### config.mk
export PLATFORM = sky130hd
export DESIGN_NAME = xalu_ise_mc
export DESIGN_NICKNAME = d
export VERILOG_FILES = /design/src/rtl/xalu_ise_pkg.sv /design/src/rtl/xalu_mul_step.sv /design/src/rtl/xalu_ise_mc.sv
export SDC_FILE = /design/constraint.sdc
export NUM_CORES = 2
export LEC_CHECK = 0
export CORE_MARGIN = 2
export CORE_UTILIZATION = 59
export CTS_BUF_LIST = sky130_fd_sc_hd__clkbuf_4 sky130_fd_sc_hd__clkbuf_8 sky130_fd_sc_hd__clkbuf_16
export CTS_CLUSTER_SIZE = 14
export DETAILED_ROUTE_END_ITERATION = 10
export PLACE_DENSITY = 0.89
export SLEW_MARGIN = 10
export SYNTH_ARGS = -nofsm -noshare
export SYNTH_HDL_FRONTEND = slang
export SYNTH_SLANG_ARGS = --single-unit
### constraint.sdc
create_clock -name ise_clk -period 13.2 [get_ports ise_clk]
set_clock_uncertainty 0.1 [all_clocks]
set_input_delay 1.98 -clock ise_clk [delete_from_list [all_inputs] [get_ports ise_clk]]
set_output_delay 1.98 -clock ise_clk [all_outputs]
set_load 0.02 [all_outputs]
### src/rtl/xalu_ise_pkg.sv
// Shared definitions for the multi-cycle multiply/accumulate extension:
// custom opcode classes, funct op encodings and the control state enum.
package xalu_ise_pkg;

    localparam logic [1:0] CUSTOM_0 = 2'b00;
    localparam logic [1:0] CUSTOM_1 = 2'b01;
    localparam logic [1:0] CUSTOM_2 = 2'b10;
    localparam logic [1:0] CUSTOM_3 = 2'b11;

    typedef enum logic [1:0] {
        OP_MULLO = 2'b00,
        OP_MULHI = 2'b01,
        OP_MAC   = 2'b10,
        OP_ACCSH = 2'b11
    } op_t;

    typedef enum logic [1:0] {
        ST_IDLE = 2'b00,
        ST_BUSY = 2'b01,
        ST_DONE = 2'b10
    } state_t;

endpackage

### src/rtl/xalu_mul_step.sv
// One digit-serial multiply step: adds (a * digit idx of b) << (idx*DIGIT)
// into the running 2*XLEN partial product. Purely combinational.
module xalu_mul_step #(
    parameter int XLEN  = 64,
    parameter int DIGIT = 16,
    parameter int IW    = 2
) (
    input  logic [2*XLEN-1:0] pp_in,
    input  logic [XLEN-1:0]   a,
    input  logic [XLEN-1:0]   b,
    input  logic [IW-1:0]     idx,
    output logic [2*XLEN-1:0] pp_out
);

    logic [DIGIT-1:0]  digit;
    logic [2*XLEN-1:0] prod;

    always_comb begin
        digit  = b[idx*DIGIT +: DIGIT];
        prod   = (2*XLEN)'(a) * (2*XLEN)'(digit);
        prod   = prod << (idx*DIGIT);
        pp_out = pp_in + prod;
    end

endmodule

### src/rtl/xalu_ise_mc.sv
// Multi-cycle custom-instruction unit: MULLO/MULHI/MAC via a digit-serial
// multiplier, plus a wide accumulator drained XLEN bits at a time by ACCSH.
module xalu_ise_mc
    import xalu_ise_pkg::*;
#(
    parameter int         XLEN  = 64,
    parameter int         DIGIT = 16,
    parameter logic [1:0] ISE_V = 2'b11
) (
    input  logic            ise_clk,
    input  logic            ise_rst,
    input  logic [4:0]      ise_fn,
    input  logic [6:0]      ise_imm,
    input  logic [XLEN-1:0] ise_in1,
    input  logic [XLEN-1:0] ise_in2,
    input  logic            ise_val,
    output logic            ise_rdy,
    output logic            ise_oval,
    input  logic            ise_ordy,
    output logic [XLEN-1:0] ise_out,
    input  logic            ise_flush,
    output logic [1:0]      ise_state
);

    localparam int NSTEP = XLEN / DIGIT;
    localparam int AW    = 2 * XLEN + 8;
    localparam int CW    = (NSTEP > 1) ? $clog2(NSTEP) : 1;

    // Handshakes: a request transfers on the rising edge with ise_val && ise_rdy;
    // a response transfers on the rising edge with ise_oval && ise_ordy, and
    // ise_out/ise_oval hold steady until then unless ise_flush aborts the op.

    state_t              state;
    op_t                 op_q;
    logic                clr_q;
    logic [XLEN-1:0]     rs1_q;
    logic [XLEN-1:0]     rs2_q;
    logic [2*XLEN-1:0]   pp;
    logic [CW-1:0]       cnt;
    logic [AW-1:0]       acc;

    logic                accept;
    logic                supported;
    op_t                 op_in;
    logic                unused;

    logic [XLEN-1:0]     step_a;
    logic [XLEN-1:0]     step_b;
    logic [2*XLEN-1:0]   step_pp;
    logic [CW-1:0]       step_idx;
    op_t                 step_op;
    logic                step_clr;
    logic [2*XLEN-1:0]   pp_next;
    logic                last;
    logic [AW-1:0]       mac_sum;
    logic [AW-1:0]       commit_sum;
    logic [XLEN-1:0]     res;

    assign ise_rdy   = (state == ST_IDLE);
    assign ise_state = state;
    assign accept    = ise_val && ise_rdy;
    assign supported = (ise_fn[1:0] == CUSTOM_1) && ISE_V[1];
    assign op_in     = op_t'(ise_imm[6:5]);
    assign unused    = ^{ise_fn[4:2], ise_imm[4:1]};

    // The first digit is consumed on the accept edge straight from the inputs,
    // so the result lands NSTEP edges after accept.
    always_comb begin
        step_a   = rs1_q;
        step_b   = rs2_q;
        step_pp  = pp;
        step_idx = cnt;
        step_op  = op_q;
        step_clr = clr_q;
        if (state == ST_IDLE) begin
            step_a   = ise_in1;
            step_b   = ise_in2;
            step_pp  = '0;
            step_idx = '0;
            step_op  = op_in;
            step_clr = ise_imm[0];
        end
    end

    xalu_mul_step #(
        .XLEN  (XLEN),
        .DIGIT (DIGIT),
        .IW    (CW)
    ) u_step (
        .pp_in  (step_pp),
        .a      (step_a),
        .b      (step_b),
        .idx    (step_idx),
        .pp_out (pp_next)
    );

    always_comb begin
        last       = (step_idx == CW'(NSTEP - 1));
        mac_sum    = (step_clr ? '0 : acc) + AW'(pp_next);
        commit_sum = (clr_q ? '0 : acc) + AW'(pp);
        case (step_op)
            OP_MULLO: res = pp_next[XLEN-1:0];
            OP_MULHI: res = pp_next[2*XLEN-1:XLEN];
            OP_MAC:   res = mac_sum[XLEN-1:0];
            default:  res = acc[XLEN-1:0];
        endcase
    end

    always_ff @(posedge ise_clk or negedge ise_rst) begin
        if (!ise_rst) begin
            state    <= ST_IDLE;
            op_q     <= OP_MULLO;
            clr_q    <= 1'b0;
            rs1_q    <= '0;
            rs2_q    <= '0;
            pp       <= '0;
            cnt      <= '0;
            acc      <= '0;
            ise_oval <= 1'b0;
            ise_out  <= '0;
        end else begin
            case (state)
                ST_IDLE: begin
                    if (accept && supported) begin
                        rs1_q <= ise_in1;
                        rs2_q <= ise_in2;
                        op_q  <= op_in;
                        clr_q <= ise_imm[0];
                        if (op_in == OP_ACCSH) begin
                            state    <= ST_DONE;
                            ise_oval <= 1'b1;
                            ise_out  <= acc[XLEN-1:0];
                        end else begin
                            pp <= pp_next;
                            if (last) begin
                                state    <= ST_DONE;
                                ise_oval <= 1'b1;
                                ise_out  <= res;
                            end else begin
                                state <= ST_BUSY;
                                cnt   <= CW'(1);
                            end
                        end
                    end
                end
                ST_BUSY: begin
                    if (ise_flush) begin
                        state <= ST_IDLE;
                        pp    <= '0;
                        cnt   <= '0;
                    end else begin
                        pp <= pp_next;
                        if (last) begin
                            state    <= ST_DONE;
                            cnt      <= '0;
                            ise_oval <= 1'b1;
                            ise_out  <= res;
                        end else begin
                            cnt <= cnt + 1'b1;
                        end
                    end
                end
                ST_DONE: begin
                    if (ise_flush || ise_ordy) begin
                        state    <= ST_IDLE;
                        pp       <= '0;
                        ise_oval <= 1'b0;
                        ise_out  <= '0;
                        // Accumulator only moves when the result is actually taken.
                        if (!ise_flush) begin
                            if (op_q == OP_MAC) acc <= commit_sum;
                            else if (op_q == OP_ACCSH) acc <= acc >> XLEN;
                        end
                    end
                end
                default: state <= ST_IDLE;
            endcase
        end
    end

endmodule

Yosys cells after proc, flatten, opt, wreduce, memory -nomap -nowiden
Index checks and enable logic that the tools add are counted.
- bits in registers: 464
- input bits: 145
- logic and storage cells: 88
- add/sub/neg operators: 4
- $mul: 1
- eq/ne operators: 15
- shift-type cells: 2
- multiplexer cells: 41
- bitwise gates (word level): 1
- reduce and logical (&&, ||, !) cells: 14
- operators by type and width (cell ; number):
    two-way mux 128 bit ; 5
    two-way mux 64 bit ; 8
    two-way mux 136 bit ; 3
    case mux 128 bit (3 select lines) ; 1
    case mux 64 bit (3 select lines) ; 2
    adder 136 x 128 -> 136 bit ; 1
    adder 128 bit ; 1
    left shift 80 x 6 -> 128 bit ; 1
    multiplier 64 x 16 -> 80 bit ; 1
    adder 64 bit ; 1
    indexed part select 64 x 7 -> 16 bit ; 1
    two-way mux 2 bit ; 13
    AND reduction 4 bit ; 4
    == test 2 bit, second input constant ; 6
    != test 2 bit, second input constant ; 4
    == test 2 x 1 -> 1 bit, second input constant ; 3
    two-way mux 1 bit ; 6
    case mux 2 bit (3 select lines) ; 1
    zero test 2 bit ; 2
    case mux 2 bit (2 select lines) ; 1
    nonzero test 2 bit ; 2
    != test 3 bit, second input constant ; 1
    case mux 1 bit (3 select lines) ; 1
    AND reduction 3 bit ; 1
    7 further kinds ; 8

Longest topological paths before layout
- depth in word-level cells: 12
- gate-level depth with buffers: 61
- depth with buffers taken out: 55

By module
Synthesis repeated with hierarchy kept, for this count alone.
- cell total of the unflattened synthesis: 9996
- area total of the unflattened synthesis: 78987.0 sq um
- by module, submodules not included (module ; instances ; cells an instance ; area each (sq um) ; sequential area each (sq um)):
    xalu_mul_step ; 1 ; 5395 ; 42384.4 ; 0.0
    xalu_ise_mc ; 1 ; 4601 ; 36602.6 ; 11611.1

Worst setup path after synthesis
OpenSTA, ideal clock, no wires.
- path kind: reg2reg
- start point: register state[0], in the netlist ise_state[0]
- end point: register ise_out[63]
- setup time: 127 ps
- arrival time: 12771 ps
- data required time: 12973 ps
- slack: 202 ps
- cell stages (with the launch flop): 55
- buffers on the path: 6
- clock period less this slack: 12998 ps
- cell sequence: dfrtp_1 > inv_1 > ha_1 > buf_1 > clkbuf_1 > clkbuf_1 > buf_1 > mux2i_1 > nor2_1 > fa_1 > inv_1 > fa_1 > fa_1 > inv_1 > fa_1 > fa_1 > inv_1 > fa_1 > [... 19 more ...] > nor2_1 > nor2_1 > o21ai_0 > xor2_1 > ha_1 > clkbuf_1 > a21o_1 > a21o_1 > a21oi_1 > o21ai_0 > a31oi_1 > o21ai_0 > a21oi_1 > o21ai_0 > a221o_1 > a221o_1 > a31oi_1 > a21oi_1
- cells in the longest elaborated chain, start to end: 12
- elaborated cells on any way between the ends: 32
- ends and longest elaborated chain (element ; line ; source):
    from (decl) ; xalu_ise_mc.sv:33 ; state_t state;
    from (signal assigned) ; xalu_ise_mc.sv:111 ; state <= ST_IDLE;
    from (signal assigned) ; xalu_ise_mc.sv:130 ; state <= ST_DONE;
    from (signal assigned) ; xalu_ise_mc.sv:136 ; state <= ST_DONE;
    zero test 2 bit * ; xalu_ise_mc.sv:59 ; assign ise_rdy = (state == ST_IDLE);
    net ise_rdy ; xalu_ise_mc.sv:17 ; output logic ise_rdy,
    two-way mux 64 bit or two-way mux 2 bit (tied branches) ; xalu_ise_mc.sv:75 ; if (state == ST_IDLE) begin
    indexed part select 64 x 7 -> 16 bit ; xalu_mul_step.sv:19 ; digit = b[idx*DIGIT +: DIGIT];
    multiplier 64 x 16 -> 80 bit ; xalu_mul_step.sv:20 ; prod = (2*XLEN)'(a) * (2*XLEN)'(digit);
    left shift 80 x 6 -> 128 bit ; xalu_mul_step.sv:21 ; prod = prod << (idx*DIGIT);
    adder 128 bit ; xalu_mul_step.sv:22 ; pp_out = pp_in + prod;
    adder 64 bit ; xalu_ise_mc.sv:99 ; mac_sum = (step_clr ? '0 : acc) + AW'(pp_next);
    case mux 64 bit (3 select lines) ; xalu_ise_mc.sv:101 ; case (step_op)
    two-way mux 64 bit ; xalu_ise_mc.sv:135, xalu_ise_mc.sv:153 ;
    two-way mux 64 bit ; xalu_ise_mc.sv:129 ; if (op_in == OP_ACCSH) begin
    two-way mux 64 bit ; xalu_ise_mc.sv:124 ; if (accept && supported) begin
    case mux 64 bit (3 select lines) ; xalu_ise_mc.sv:122 ; case (state)
    to (signal assigned) ; xalu_ise_mc.sv:132 ; ise_out <= acc[XLEN-1:0];
    to (signal assigned) ; xalu_ise_mc.sv:138 ; ise_out <= res;
    to (signal assigned) ; xalu_ise_mc.sv:157 ; ise_out <= res;
    to (decl) ; xalu_ise_mc.sv:20 ; output logic [XLEN-1:0] ise_out,
The timed path passes the listed nets; every way through them passes the cells marked *. The select of a mux whose other input is x is not followed.
A chain may end at the register's enable or synchronous reset.

Worst setup path after layout
- start point: input port ise_in2[15]
- end point: register ise_out[35]
- cells in the longest elaborated chain, start to end: 11
- elaborated cells on any way between the ends: 12
- ends and longest elaborated chain (element ; line ; source):
    from (decl) ; xalu_ise_mc.sv:15 ; input logic [XLEN-1:0] ise_in2,
    two-way mux 64 bit * ; xalu_ise_mc.sv:75 ;
    indexed part select 64 x 7 -> 16 bit * ; xalu_mul_step.sv:19 ;
    multiplier 64 x 16 -> 80 bit * ; xalu_mul_step.sv:20 ;
    left shift 80 x 6 -> 128 bit * ; xalu_mul_step.sv:21 ;
    adder 128 bit * ; xalu_mul_step.sv:22 ;
    adder 64 bit ; xalu_ise_mc.sv:99 ;
    case mux 64 bit (3 select lines) * ; xalu_ise_mc.sv:101 ;
    two-way mux 64 bit * ; xalu_ise_mc.sv:135, xalu_ise_mc.sv:153 ;
    two-way mux 64 bit ; xalu_ise_mc.sv:129 ;
    two-way mux 64 bit ; xalu_ise_mc.sv:124 ;
    case mux 64 bit (3 select lines) * ; xalu_ise_mc.sv:122 ;
Mark *: on every way between the ends. The rest lies on a longest branch, timed or not. The select of a mux whose other input is x is not followed.

==> impl_metrics.tcl <==
set metrics [dict create \
    drc 1 \
    crit-reg2reg-launch "cnt[0]$_DFFE_PN0P_" \
    drv_cap 0 \
    synth_nets 10900 \
    ys_ff_latch 464 \
    avgSynthCellArea_sq_um 8.13 \
    path_class "in2reg" \
    layout_common_cells "1596 x buf_4, 1370 x nand2_1, 927 x inv_1, 856 x fa_1, 749 x nor2_1" \
    vias 81700 \
    tritoncts "built" \
    fin_setup_tns_ps -310 \
    cp-start-kind "primary input" \
    min_from "ise_out[16]$_DFFE_PN0P_" \
    layout_commonest_cell "buf_4" \
    violations "DRC, setup timing" \
    min_period_ps 13400 \
    whs_ps 398 \
    fp.dieW_um 363 \
    cp.required_ps 13750 \
    root_buffer "clkbuf_16" \
    gr-total-overflow 0 \
    async_flop_share 1.00 \
    core_area_sq_um 128000 \
    gp_congestion 1.12 \
    yosys_warnings 0 \
    crit_start "ise_in2[15]" \
    path_common_cell "buf_4" \
    fin_crit_sh 1.02 \
    fmax_mhz 74.6 \
    place_inst 12200 \
    start_util 0.596 \
    rows 131 \
    critical-path-slowest-cell "nand4_1" \
    yosys_most_used_dff "dfrtp_1" \
    worst_setup_path_end_kind "flop" \
    relSlewSlack 0.0211 \
    hold_viol_final 0 \
    timing.final.ws_setup_ps -203 \
    antenna_found_initial 25 \
    rsz0062_at_grt "true" \
    crit_arrival_ps 13960 \
    grt_util_all_layers 0.494 \
    place_hpwl_um 266000 \
    insertion_delay_ps 760 \
    drt_iter0_markers 9677 \
    synth_edf_count 0 \
    synth_seq_area_share 0.152 \
    firstDrtPassIters 11 \
    io_buffers 205 \
    finalWirelength_um 341000 \
    drive_above_1_share 0.219 \
    area_growth_pct 25.2 \
    die_y_um 363 \
    cts.sinks 464 \
    nNetsFinal 12200 \
    dieArea_sq_um 132000 \
    drtAntennaViolNets 0 \
    syn_area_sq_um 76200 \
    status "complete, but fails checks" \
    crit_fanout 16 \
    grt_pass1_vias 82100 \
    layout.cells.non_filler 12400 \
    hold_path_class "reg2reg" \
    viasPerCell 6.56 \
    ioPinCount 213 \
    cts_buffers 61 \
    rrSetupSlack_ps 60 \
    h-tree-depth 2 \
    netlist_instances 9370 \
    wl_per_cell_um 27.4 \
    cp_slowest_stage_delay_ps 660 \
    maxSlewViolCount 0 \
    setup_violations 2 \
    grt_pass1_wl_um 489000 \
    cts_buffer_depth 3 \
    grt_start_max_net_pins 184 \
    ctsHoldBuffers 0 \
    clk_transition_reported_paths_ps 70 \
    tightest_slew_ps 1460 \
    synth_cell_types 101 \
]
==> path summary, 6_finish.rpt <==
check,cells past startpoint,end
max,47,ise_out[35]$_DFFE_PN0P_
max reg2reg,47,ise_out[35]$_DFFE_PN0P_
min,2,ise_out[16]$_DFFE_PN0P_
min in group asynchronous,1,rs1_q[11]$_DFFE_PN0P_
max in group asynchronous,4,acc[16]$_DFFE_PN0P_
min reg2reg,2,ise_out[16]$_DFFE_PN0P_
==> critical path, delay by kind of cell <==
kind | cells | cell delay [ps]
AOI/OAI and AO/OA | 15 | 3190
buffers and inverters | 13 | 2350
and+or+nand+nor | 7 | 1630
xor gates and xnor gates | 2 | 420
adders and majority gates | 8 | 3690
muxes | 2 | 610
==> flip-flops by register name, summed over array words and instances, names as in the netlist <==
register and count:
acc 136, ise_oval 1, rs1_q 64, clr_q 1
ise_state 2, rs2_q 64, cnt 2, pp 128
op_q 2, ise_out 64
==> per-stage QoR <==
step	area, sq um	utilization	worst slack, ps
CTS	93000	0.728	-176
global route	95300	0.746	-370
finish	95300	0.746	-203
global placement	90500	0.708	-1520
floorplan	76200	-	202
detailed placement	90500	0.708	-1800
==> layout make-up <==
class	instances	area, sq um
diodes	25	62.6
clock inverters	47	509
repair buffers	1877	15400
multi-input cells	7375	60600
well taps	1662	2080
inverters	930	3490
clock buffers	68	1620
flip-flops and latches	464	11600
fillers	9023	32500
==> cell families after synthesis <==
group | share of synthesized area
compound gates | 0.181
xor+xnor | 0.0437
fa+ha+maj | 0.306
buf+inv | 0.0772
flops | 0.152
mux | 0.0545
simple gates | 0.185
==> Yosys cell counts (all sizes together), types with 13 or more instances <==
master | count | share of area
a211oi | 38 | 0.0038
a21boi | 29 | 0.0029
a21o | 240 | 0.024
a21oi | 671 | 0.044
a221o | 25 | 0.0033
a221oi | 30 | 0.0036
a22o | 117 | 0.013
a22oi | 26 | 0.0026
a31o | 13 | 0.0015
a31oi | 76 | 0.0064
and2 | 95 | 0.0078
and3 | 47 | 0.0039
and4 | 25 | 0.0029
buf | 65 | 0.0047
clkbuf | 536 | 0.027
dfrtp | 464 | 0.15
fa | 869 | 0.23
ha | 474 | 0.078
inv | 930 | 0.046
mux2 | 200 | 0.030
mux2i | 136 | 0.018
mux4 | 24 | 0.0071
nand2 | 1397 | 0.069
nand2b | 49 | 0.0041
nand3 | 78 | 0.0051
nand4 | 184 | 0.015
nor2 | 774 | 0.038
nor2b | 310 | 0.025
nor3 | 69 | 0.0047
nor4 | 33 | 0.0029
o211ai | 41 | 0.0040
o21a | 61 | 0.0060
o21ai | 517 | 0.034
o21bai | 76 | 0.0075
o221ai | 27 | 0.0031
o22ai | 36 | 0.0030
o31ai | 34 | 0.0038
or2 | 18 | 0.0015
or3 | 17 | 0.0014
xnor2 | 225 | 0.026
xor2 | 155 | 0.018
==> metal layers <==
| layer | global-route usage | wire length, um | up-vias |
|---|---|---|---|
| met5 | 0.00399 | 69 | - |
| met4 | 0.453 | 42700 | 4 |
| met3 | 0.158 | 43300 | 2418 |
| met2 | 0.773 | 147000 | 6189 |
| met1 | 0.532 | 108000 | 38900 |
| li1 | - | - | 34200 |
==> repair_timing <==
action | 4_1_cts | 5_1_grt
pin swaps | 26 | 128
gates resized for setup | 69 | 362
setup endpoints to repair | 72 | 93
setup buffers | 13 | 56
cloned | 0 | 6
Power is not shown: default switching activity piles up to over one toggle a cycle in this logic, so the estimate is an artifact.
